===== config.mk =====
export PLATFORM = sky130hd
export DESIGN_NAME = serial_subtractor_flat
export DESIGN_NICKNAME = d
export VERILOG_FILES = /design/src/rtl/serial_subtractor_if.sv /design/src/rtl/serial_subtractor.sv /design/src/flat_wrapper.sv
export SDC_FILE = /design/constraint.sdc
export NUM_CORES = 1
export LEC_CHECK = 0
export CAP_MARGIN = 20
export CELL_PAD_IN_SITES_DETAIL_PLACEMENT = 1
export CELL_PAD_IN_SITES_GLOBAL_PLACEMENT = 1
export CORE_UTILIZATION = 41
export CTS_CLUSTER_DIAMETER = 120
export CTS_CLUSTER_SIZE = 25
export DETAILED_ROUTE_END_ITERATION = 10
export PLACE_DENSITY_LB_ADDON = 0.1
export SYNTH_ARGS = -nofsm -noshare
export SYNTH_HDL_FRONTEND = slang
export SYNTH_SLANG_ARGS = --single-unit

===== constraint.sdc =====
create_clock -name clk -period 2.05 [get_ports clk]
set_input_delay 0.41 -clock clk [delete_from_list [all_inputs] [get_ports clk]]
set_output_delay 0.41 -clock clk [all_outputs]
set_load 0.005 [all_outputs]

===== src/rtl/serial_subtractor_if.sv =====
// rtl/serial_subtractor_if.sv - start/busy/done operand and result bundle for serial_subtractor
//
// Purpose: groups the request side (start, a, b, bin) and the result side
// (busy, done, diff, bout) of one serial subtractor.
// Macro SERIAL_SUBTRACTOR_OVF_EN adds the signed-overflow flag ovf.
// Ports (signals):
//   start      request, sampled by the subtractor when it can accept
//   a, b       WIDTH-bit minuend / subtrahend
//   bin        borrow into bit 0
//   busy       operation in flight
//   done       one-cycle result-valid pulse
//   diff, bout registered result and borrow-out
//   ovf        (SERIAL_SUBTRACTOR_OVF_EN only) signed overflow of the result
// Modports: master drives the request, slave is the subtractor.
interface serial_subtractor_if #(
  parameter int WIDTH = 16
);
  logic             start;
  logic [WIDTH-1:0] a;
  logic [WIDTH-1:0] b;
  logic             bin;
  logic             busy;
  logic             done;
  logic [WIDTH-1:0] diff;
  logic             bout;
`ifdef SERIAL_SUBTRACTOR_OVF_EN
  logic             ovf;

  modport master (output start, a, b, bin, input busy, done, diff, bout, ovf);
  modport slave  (input start, a, b, bin, output busy, done, diff, bout, ovf);
`else
  modport master (output start, a, b, bin, input busy, done, diff, bout);
  modport slave  (input start, a, b, bin, output busy, done, diff, bout);
`endif
endinterface


===== src/rtl/serial_subtractor.sv =====
// rtl/serial_subtractor.sv - multi-cycle a - b - bin, DIGIT bits per clock, LSB slice first
//
// Purpose: wide unsigned subtraction using a registered borrow between
// DIGIT-bit slices; one result every STEPS+1 cycles, STEPS = WIDTH/DIGIT.
// Parameters: WIDTH >= 1 operand width; DIGIT must divide WIDTH.
// Optional: define SERIAL_SUBTRACTOR_OVF_EN to drive bus.ovf (signed overflow).
// Ports:
//   clk    rising-edge clock
//   rst_n  asynchronous active-low reset
//   bus    serial_subtractor_if.slave: start/a/b/bin in, busy/done/diff/bout out
module serial_subtractor #(
  parameter int WIDTH = 16,
  parameter int DIGIT = 1
) (
  input logic                clk,
  input logic                rst_n,
  serial_subtractor_if.slave bus
);
  localparam int STEPS = WIDTH / DIGIT;
  localparam int CW    = (STEPS > 1) ? $clog2(STEPS) : 1;

  typedef enum logic [1:0] {
    IDLE = 2'd0,
    RUN  = 2'd1,
    DONE = 2'd2
  } state_t;

  state_t           state;
  state_t           state_nxt;

  logic [WIDTH-1:0] a_q;
  logic [WIDTH-1:0] b_q;
  logic [WIDTH-1:0] res_q;
  logic [WIDTH-1:0] res_nxt;
  logic [WIDTH-1:0] diff_q;
  logic             br_q;
  logic             bout_q;
  logic [CW-1:0]    cnt_q;
  logic [DIGIT-1:0] slice_d;
  logic             slice_bout;
  logic             last;
  logic             accept;

`ifdef SERIAL_SUBTRACTOR_OVF_EN
  logic             a_msb_q;
  logic             b_msb_q;
  logic             ovf_q;
`endif

  assign last = (cnt_q == CW'(STEPS - 1));

  // The DONE exit edge doubles as an accept edge, so a held start gives
  // one operation every STEPS+1 cycles. A start seen earlier is not queued.
  assign accept = bus.start && ((state == IDLE) || (state == DONE));

  // Operands shift right each step, so the active slice is always in the
  // low DIGIT bits; ripple DIGIT full subtractors through it.
  always_comb begin : p_slice
    logic br;
    slice_d = '0;
    br      = br_q;
    for (int i = 0; i < DIGIT; i++) begin
      slice_d[i] = a_q[i] ^ b_q[i] ^ br;
      br         = (~a_q[i] & b_q[i]) | (~(a_q[i] ^ b_q[i]) & br);
    end
    slice_bout = br;
  end

  // New slice enters at the top and walks down; after STEPS steps the
  // first slice sits at bit 0.
  assign res_nxt = (res_q >> DIGIT) | (WIDTH'(slice_d) << (WIDTH - DIGIT));

  always_ff @(posedge clk or negedge rst_n) begin
    if (!rst_n) begin
      state <= IDLE;
    end else begin
      state <= state_nxt;
    end
  end

  always_comb begin
    state_nxt = state;
    case (state)
      IDLE:    if (bus.start) state_nxt = RUN;
      RUN:     if (last) state_nxt = DONE;
      DONE:    state_nxt = bus.start ? RUN : IDLE;
      default: state_nxt = IDLE;
    endcase
  end

  always_comb begin
    bus.busy = (state == RUN);
    bus.done = (state == DONE);
  end

  always_ff @(posedge clk or negedge rst_n) begin
    if (!rst_n) begin
      a_q    <= '0;
      b_q    <= '0;
      res_q  <= '0;
      br_q   <= 1'b0;
      cnt_q  <= '0;
      diff_q <= '0;
      bout_q <= 1'b0;
`ifdef SERIAL_SUBTRACTOR_OVF_EN
      a_msb_q <= 1'b0;
      b_msb_q <= 1'b0;
      ovf_q   <= 1'b0;
`endif
    end else if (accept) begin
      a_q   <= bus.a;
      b_q   <= bus.b;
      br_q  <= bus.bin;
      res_q <= '0;
      cnt_q <= '0;
`ifdef SERIAL_SUBTRACTOR_OVF_EN
      a_msb_q <= bus.a[WIDTH-1];
      b_msb_q <= bus.b[WIDTH-1];
`endif
    end else if (state == RUN) begin
      a_q   <= a_q >> DIGIT;
      b_q   <= b_q >> DIGIT;
      res_q <= res_nxt;
      br_q  <= slice_bout;
      cnt_q <= cnt_q + 1'b1;
      if (last) begin
        diff_q <= res_nxt;
        bout_q <= slice_bout;
`ifdef SERIAL_SUBTRACTOR_OVF_EN
        ovf_q  <= (a_msb_q ^ b_msb_q) & (a_msb_q ^ res_nxt[WIDTH-1]);
`endif
      end
    end
  end

  assign bus.diff = diff_q;
  assign bus.bout = bout_q;
`ifdef SERIAL_SUBTRACTOR_OVF_EN
  assign bus.ovf  = ovf_q;
`endif
endmodule


===== src/flat_wrapper.sv =====
// flat-port wrapper written by rule: the top's interface ports become plain ports
module serial_subtractor_flat 
#(
  parameter int WIDTH = 16,
  parameter int DIGIT = 1
)
  (clk, rst_n, bus_start, bus_a, bus_b, bus_bin, bus_busy, bus_done, bus_diff, bus_bout);
  serial_subtractor_if #(.WIDTH(WIDTH)) bus_i ();
  input logic clk;
  input logic rst_n;
  input wire logic [$bits(bus_i.start)-1:0] bus_start;
  input wire logic [$bits(bus_i.a)-1:0] bus_a;
  input wire logic [$bits(bus_i.b)-1:0] bus_b;
  input wire logic [$bits(bus_i.bin)-1:0] bus_bin;
  output wire logic [$bits(bus_i.busy)-1:0] bus_busy;
  output wire logic [$bits(bus_i.done)-1:0] bus_done;
  output wire logic [$bits(bus_i.diff)-1:0] bus_diff;
  output wire logic [$bits(bus_i.bout)-1:0] bus_bout;
  assign bus_i.start = bus_start;
  assign bus_i.a = bus_a;
  assign bus_i.b = bus_b;
  assign bus_i.bin = bus_bin;
  assign bus_busy = bus_i.busy;
  assign bus_done = bus_i.done;
  assign bus_diff = bus_i.diff;
  assign bus_bout = bus_i.bout;
  serial_subtractor #(.WIDTH(WIDTH), .DIGIT(DIGIT)) u_core (.clk(clk), .rst_n(rst_n), .bus(bus_i));
endmodule

# Word-level counts from Yosys, hierarchy flattened
# Index checks and enable logic that the tools add are counted.
# totals
inputBits,36
regBits,72
# op_classes
n_bitwise,9
muxes,14
n_addsub,1
n_reduce_logical,6
n_eq_ne,5
# op_table
operator,n
$mux 16,6
$or 15x16->16,1
$mux 4,2
$pmux 2 s3,1
$add 4x1->4 const B,1
$eq 4x4->1 const B,1
$mux 2,2
$mux 1,3
$not 1->1,3
$reduce_and 3->1,1
$and 1x1->1,2
$eq 2x1->1 const B,1
$eq 2x2->1 const B,1
$logic_not 2->1,1
$ne 2x1->1 const B,1
$ne 2x2->1 const B,1
$reduce_and 2->1,1
$reduce_bool 2->1,1
$xor 1x1->1,2
$logic_and 1x1->1,1
$logic_or 1x1->1,1
$or 1x1->1,1

# Longest topological paths before layout
# Gate-level depths: netlist of run 1.
# depth
word_depth,6
depth_mapped,6

# Least setup slack after synthesis of run 1
# Ideal clock, no wire load.
# synth_path
path_type,register -> register
from,register u_core.cnt_q[0]
to,"register u_core.diff_q[10], in the netlist u_core.bus.diff[10]"
period_less_slack_ns,1.427
setup_slack_ns,0.623
setup_time_ns,0.125
required_time_ns,1.925
path_stages_with_launch,6
path_buffers,1
arrival_time_ns,1.302
path_cell_list,dfrtp_1 -> ha_1 -> nand3_2 -> nor2_8 -> buf_12 -> mux2_4
# synth_via
elab_chain_cells,2
# synth_lines
item,line,text
start: declaration,serial_subtractor.sv:38,logic [CW-1:0] cnt_q;
start signal: assignment,serial_subtractor.sv:125,cnt_q <= cnt_q + 1'b1;
$eq 4x4->1,serial_subtractor.sv:50,assign last = (cnt_q == CW'(STEPS - 1));
$reduce_and 3->1 (no line),-,
end signal: assignment,serial_subtractor.sv:127,diff_q <= res_nxt;
end: declaration,serial_subtractor.sv:35,logic [WIDTH-1:0] diff_q;
# No other way between the ends.
# A chain may end at the register's enable or synchronous reset.

# Worst setup path in the final report of run 1
# layout_path
from,register u_core.state[1]
to,output bus_busy
# layout_via
elab_chain_cells,1
# layout_lines
item,line,text
start: declaration,serial_subtractor.sv:28,state_t state;
start signal: assignment,serial_subtractor.sv:77,state <= state_nxt;
$eq 2x1->1,serial_subtractor.sv:92,bus.busy = (state == RUN);
end: declaration,flat_wrapper.sv:15,output wire logic [$bits(bus_i.busy)-1:0] bus_busy;
# No other way between the ends.

==> results of run 1 <==
==> cells in the mapped netlist, drive strengths merged <==
| cell | instances |
|---|---|
| o31ai | 1 |
| o21ai | 2 |
| dfrtp | 71 |
| mux2i | 1 |
| ha | 1 |
| nor3 | 1 |
| a22o | 18 |
| nor2 | 26 |
| a31oi | 22 |
| a221o | 2 |
| fa | 1 |
| nand2 | 54 |
| mux2 | 16 |
| nand3 | 9 |
| xor2 | 1 |
| inv | 3 |
| nand3b | 1 |
| and2b | 1 |
| buf | 18 |
| nand4 | 1 |
| a22oi | 7 |
| nor2b | 1 |
| nand2b | 2 |
==> final cells by class <==
| type | instances | area, um2 |
|---|---|---|
| well taps | 96 | 120 |
| flip-flops and latches | 71 | 1780 |
| multi-input cells | 168 | 1080 |
| clock inverters | 6 | 86.3 |
| clock buffers | 9 | 124 |
| inverters | 3 | 16.3 |
| fillers | 747 | 3110 |
| repair buffers | 61 | 631 |
==> power by group through the flow <==
stage	logic [W]	registers [W]	clock network, W
after floorplan	0.00158	0.00237	0
after global placement	0.00218	0.00245	0
after detailed placement	0.00226	0.00248	0
after global routing	0.00251	0.00254	0.00129
final	0.00223	0.00246	0.00120
after CTS	0.00227	0.00246	0.00123
==> per-stage QoR <==
step / hold slack (ns) / setup slack, ns / area, um2 / total power (W)
3_5_place_dp: 0.350 / 0.199 / 3610 / 0.00474
6_report: 0.501 / 0.105 / 3840 / 0.00588
5_1_grt: 0.530 / 0.0431 / 3840 / 0.00633
3_3_place_gp: 0.353 / 0.264 / 3610 / 0.00463
2_1_floorplan: 0.114 / 0.623 / 3000 / 0.00396
4_1_cts: 0.505 / 0.0428 / 3830 / 0.00596
==> worst max-delay path: cells and delay by family, from the launching register on <==
| family | cells | cell delay [ns] |
|---|---|---|
| buf+inv | 2 | 0.58 |
| flops | 1 | 0.39 |
| simple gates | 1 | 0.23 |
==> registers in the layout, summed over array words and instances, names as in the netlist <==
| register | flops |
|---|---|
| u_core.a_q | 16 |
| u_core.b_q | 16 |
| u_core.br_q | 1 |
| u_core.bus.bout | 1 |
| u_core.bus.diff | 16 |
| u_core.cnt_q | 4 |
| u_core.res_q | 15 |
| u_core.state | 2 |
==> worst max-delay path by stage <==
stage | start | slack [ns] | end
finish | u_core.state[1]$_DFFE_PN0P_ | 0.11 | bus_busy
detailed placement | bus_start | 0.20 | u_core.br_q$_DFFE_PN0P_
global placement | bus_start | 0.26 | u_core.br_q$_DFFE_PN0P_
global route | u_core.state[1]$_DFFE_PN0P_ | 0.04 | bus_busy
floorplan | u_core.cnt_q[0]$_DFFE_PN0P_ | 0.62 | u_core.bus.diff[10]$_DFFE_PN0P_
CTS | u_core.state[1]$_DFFE_PN0P_ | 0.04 | bus_busy
==> routing by layer <==
layer / share of wire [%] / GRT usage, % / up-vias
met4: 1.3 / 6.26 / 0
met3: 3.3 / 4.62 / 9
met1: 50 / 27.5 / 1077
met2: 46 / 28.6 / 38
li1: - / - / 1012
met5: 0 / 0 / -
==> cell families (layout without fill, tap and decap cells) <==
group,after synthesis,count (layout)
xor+xnor,1,1
buf+inv,21,79
fa+ha+maj,2,2
flops,71,71
mux,17,17
compound gates,52,52
simple gates,96,96
==> timing repair <==
item,in CTS,in global routing
resized for setup,0,1
setup endpoints to repair,0,1
hold endpoints to repair,26,0
hold buffers,1,0
==> impl_metrics.csv, run 1 <==
group,metric,value,unit
status,status,"complete, no violations",
synthesis,ys_seq_area_share,59.2,%
clock_network,cts_tree,"built",
routing,route.detailed.drc,0,
sta,period_minus_slack,1.94,ns
clock_network,cts.clk_slew.worst_paths,0.07,ns
pwr,cellInternalPower,0.00388,W
pwr,p_comb_share,37.9,%
setup_path,endpoint_kind,"output pin",
synthesis,synth_top_cell_area_share,59.2,%
routing,drt-total-wl,6410,um
pwr,power_density,1530,nW/um2
placed_design,place_inst,398,
placed_design,hpwl,4260,um
floorplan,core-area,6940,um2
setup_path,crit_chain,"nand2b_2 -> inv_6 -> clkdlybuf4s50_1",
sta,tightestPinTransition,0.371,ns
cells_and_area,drive_gt1_share,13.8,%
clock_network,cts_buffers,9,
setup_path,required,1.64,ns
hold_path,hp-class,"register to register",
synthesis,synth-xor-area-share,0.292,%
cells_and_area,layout.cells.non_filler,414,
clock_network,cts-root-buf,"clkbuf_8",
synthesis,synth_adder_area_share,1.08,%
cells_and_area,final_cell_mix,"71 x dfrtp_1, 54 x nand2_1, 53 x clkdlybuf4s50_1",
sta,finalClockSkew,0.00822,ns
hold_path,worst_hold_path.endpoint,"u_core.cnt_q[3]$_DFFE_PN0P_",
setup_path,setup.worst_path.class,"register to output pin",
setup_path,r2r_cells,4,
global_route,grt_util_all_layers,19.1,%
sta,max_slew_margin,75.3,%
placed_design,gp_congestion,0.723,
synthesis,synth_cell_types,30,
setup_path,crit-reg2reg-launch,"u_core.state[1]$_DFFE_PN0P_",
cells_and_area,layout_commonest_cell,"dfrtp_1",
floorplan,die_x,87.6,um
synthesis,netlist_area,3000,um2
placed_design,port_buffers,54,
cells_and_area,antenna_cells,0,
floorplan,die_h,87.6,um
synthesis,yosys-top-cells-area,"dfrtp_1 59%, nand2_1 6.8%, a22o_1 5.3%, a31oi_1 4.6%, mux2_4 4.5%",
global_route,grt_pass1_wl,11100,um
pwr,peakVddDrop,0.552,mV
clock_network,post_cts_buffers,0,
hold_path,hold_start,"u_core.cnt_q[3]$_DFFE_PN0P_",
sta,setup_viol,0,
clock_network,cts_sinks,71,
global_route,grt_pass1_vias,2238,
global_route,grt_overflow,0,
global_route,antenna_found_initial,0,
synthesis,yosysWarnings,0,
sta,finalMaxSlewViolations,0,
sta,grt_setup_unrepaired,"false",
routing,ant_nets,0,
synthesis,synth_fp_nets,298,
sta,finalHoldViolations,0,
pwr,p_switching,0.00200,W
floorplan,die-area,7670,um2
pwr,p_clk_share,20.3,%
pwr,seq_power_share,41.7,%
synthesis,synthMuxAreaShare,7.46,%
setup_path,worst_setup_path_start_kind,"register",
setup_path,cp_max_fo,3,
routing,vias,2136,
clock_network,cts_buffer_depth,2,
synthesis,synth_top_family_by_area,"simple AND/OR/NAND/NOR gates",
setup_path,slowest_stage,"clkdlybuf4s50_1",
synthesis,synth-seq-cells,71,
global_route,grt_max_degree,55,
clock_network,clock_latency,0.34,ns
routing,wl_per_cell,15.5,um
routing,drt_iter0_markers,96,
synthesis,syn_area_per_cell,11.5,um2
hold_path,hold_depth,1,
pwr,switching_share,34.0,%
setup_path,r2r_end,"u_core.bus.diff[15]$_DFFE_PN0P_",
synthesis,yosysTopAreaCell,"dfrtp_1",
floorplan,initial_core_util,43.2,%
sta,fin_tns_setup,0,ns
cells_and_area,syn_to_final_growth,27.8,%
routing,vias_per_cell,5.16,
synthesis,synthCells,260,
sta,max_freq,514,MHz
setup_path,reg2reg_slack,0.37,ns
floorplan,pin_count,55,
clock_network,h-tree-depth,3,
setup_path,cp.arrival,1.54,ns
setup_path,max_stage_delay,0.49,ns
cells_and_area,fin_nets,352,
pwr,leakagePower,1.73,nW
synthesis,synth-simple-area-share,14.3,%
sta,finalCritPeriodShare,94.9,%
run,maxCapViolations,0,
floorplan,rows,30,
routing,first_pass_iters,4,
synthesis,synth_compound_area_share,12.8,%
cells_and_area,final_util,55.3,%
Note: power is estimated with default switching activity, not from simulation.
==> run 2, diff against run 1 <==
--- a/config.mk
+++ b/config.mk
@@ -5,7 +5,6 @@
 export SDC_FILE = /design/constraint.sdc
 export NUM_CORES = 1
 export LEC_CHECK = 0
-export CAP_MARGIN = 20
 export CELL_PAD_IN_SITES_DETAIL_PLACEMENT = 1
 export CELL_PAD_IN_SITES_GLOBAL_PLACEMENT = 1
 export CORE_UTILIZATION = 41
==> results of run 2 <==
No change in the layout: final DEF, timing and power equal those of run 1.
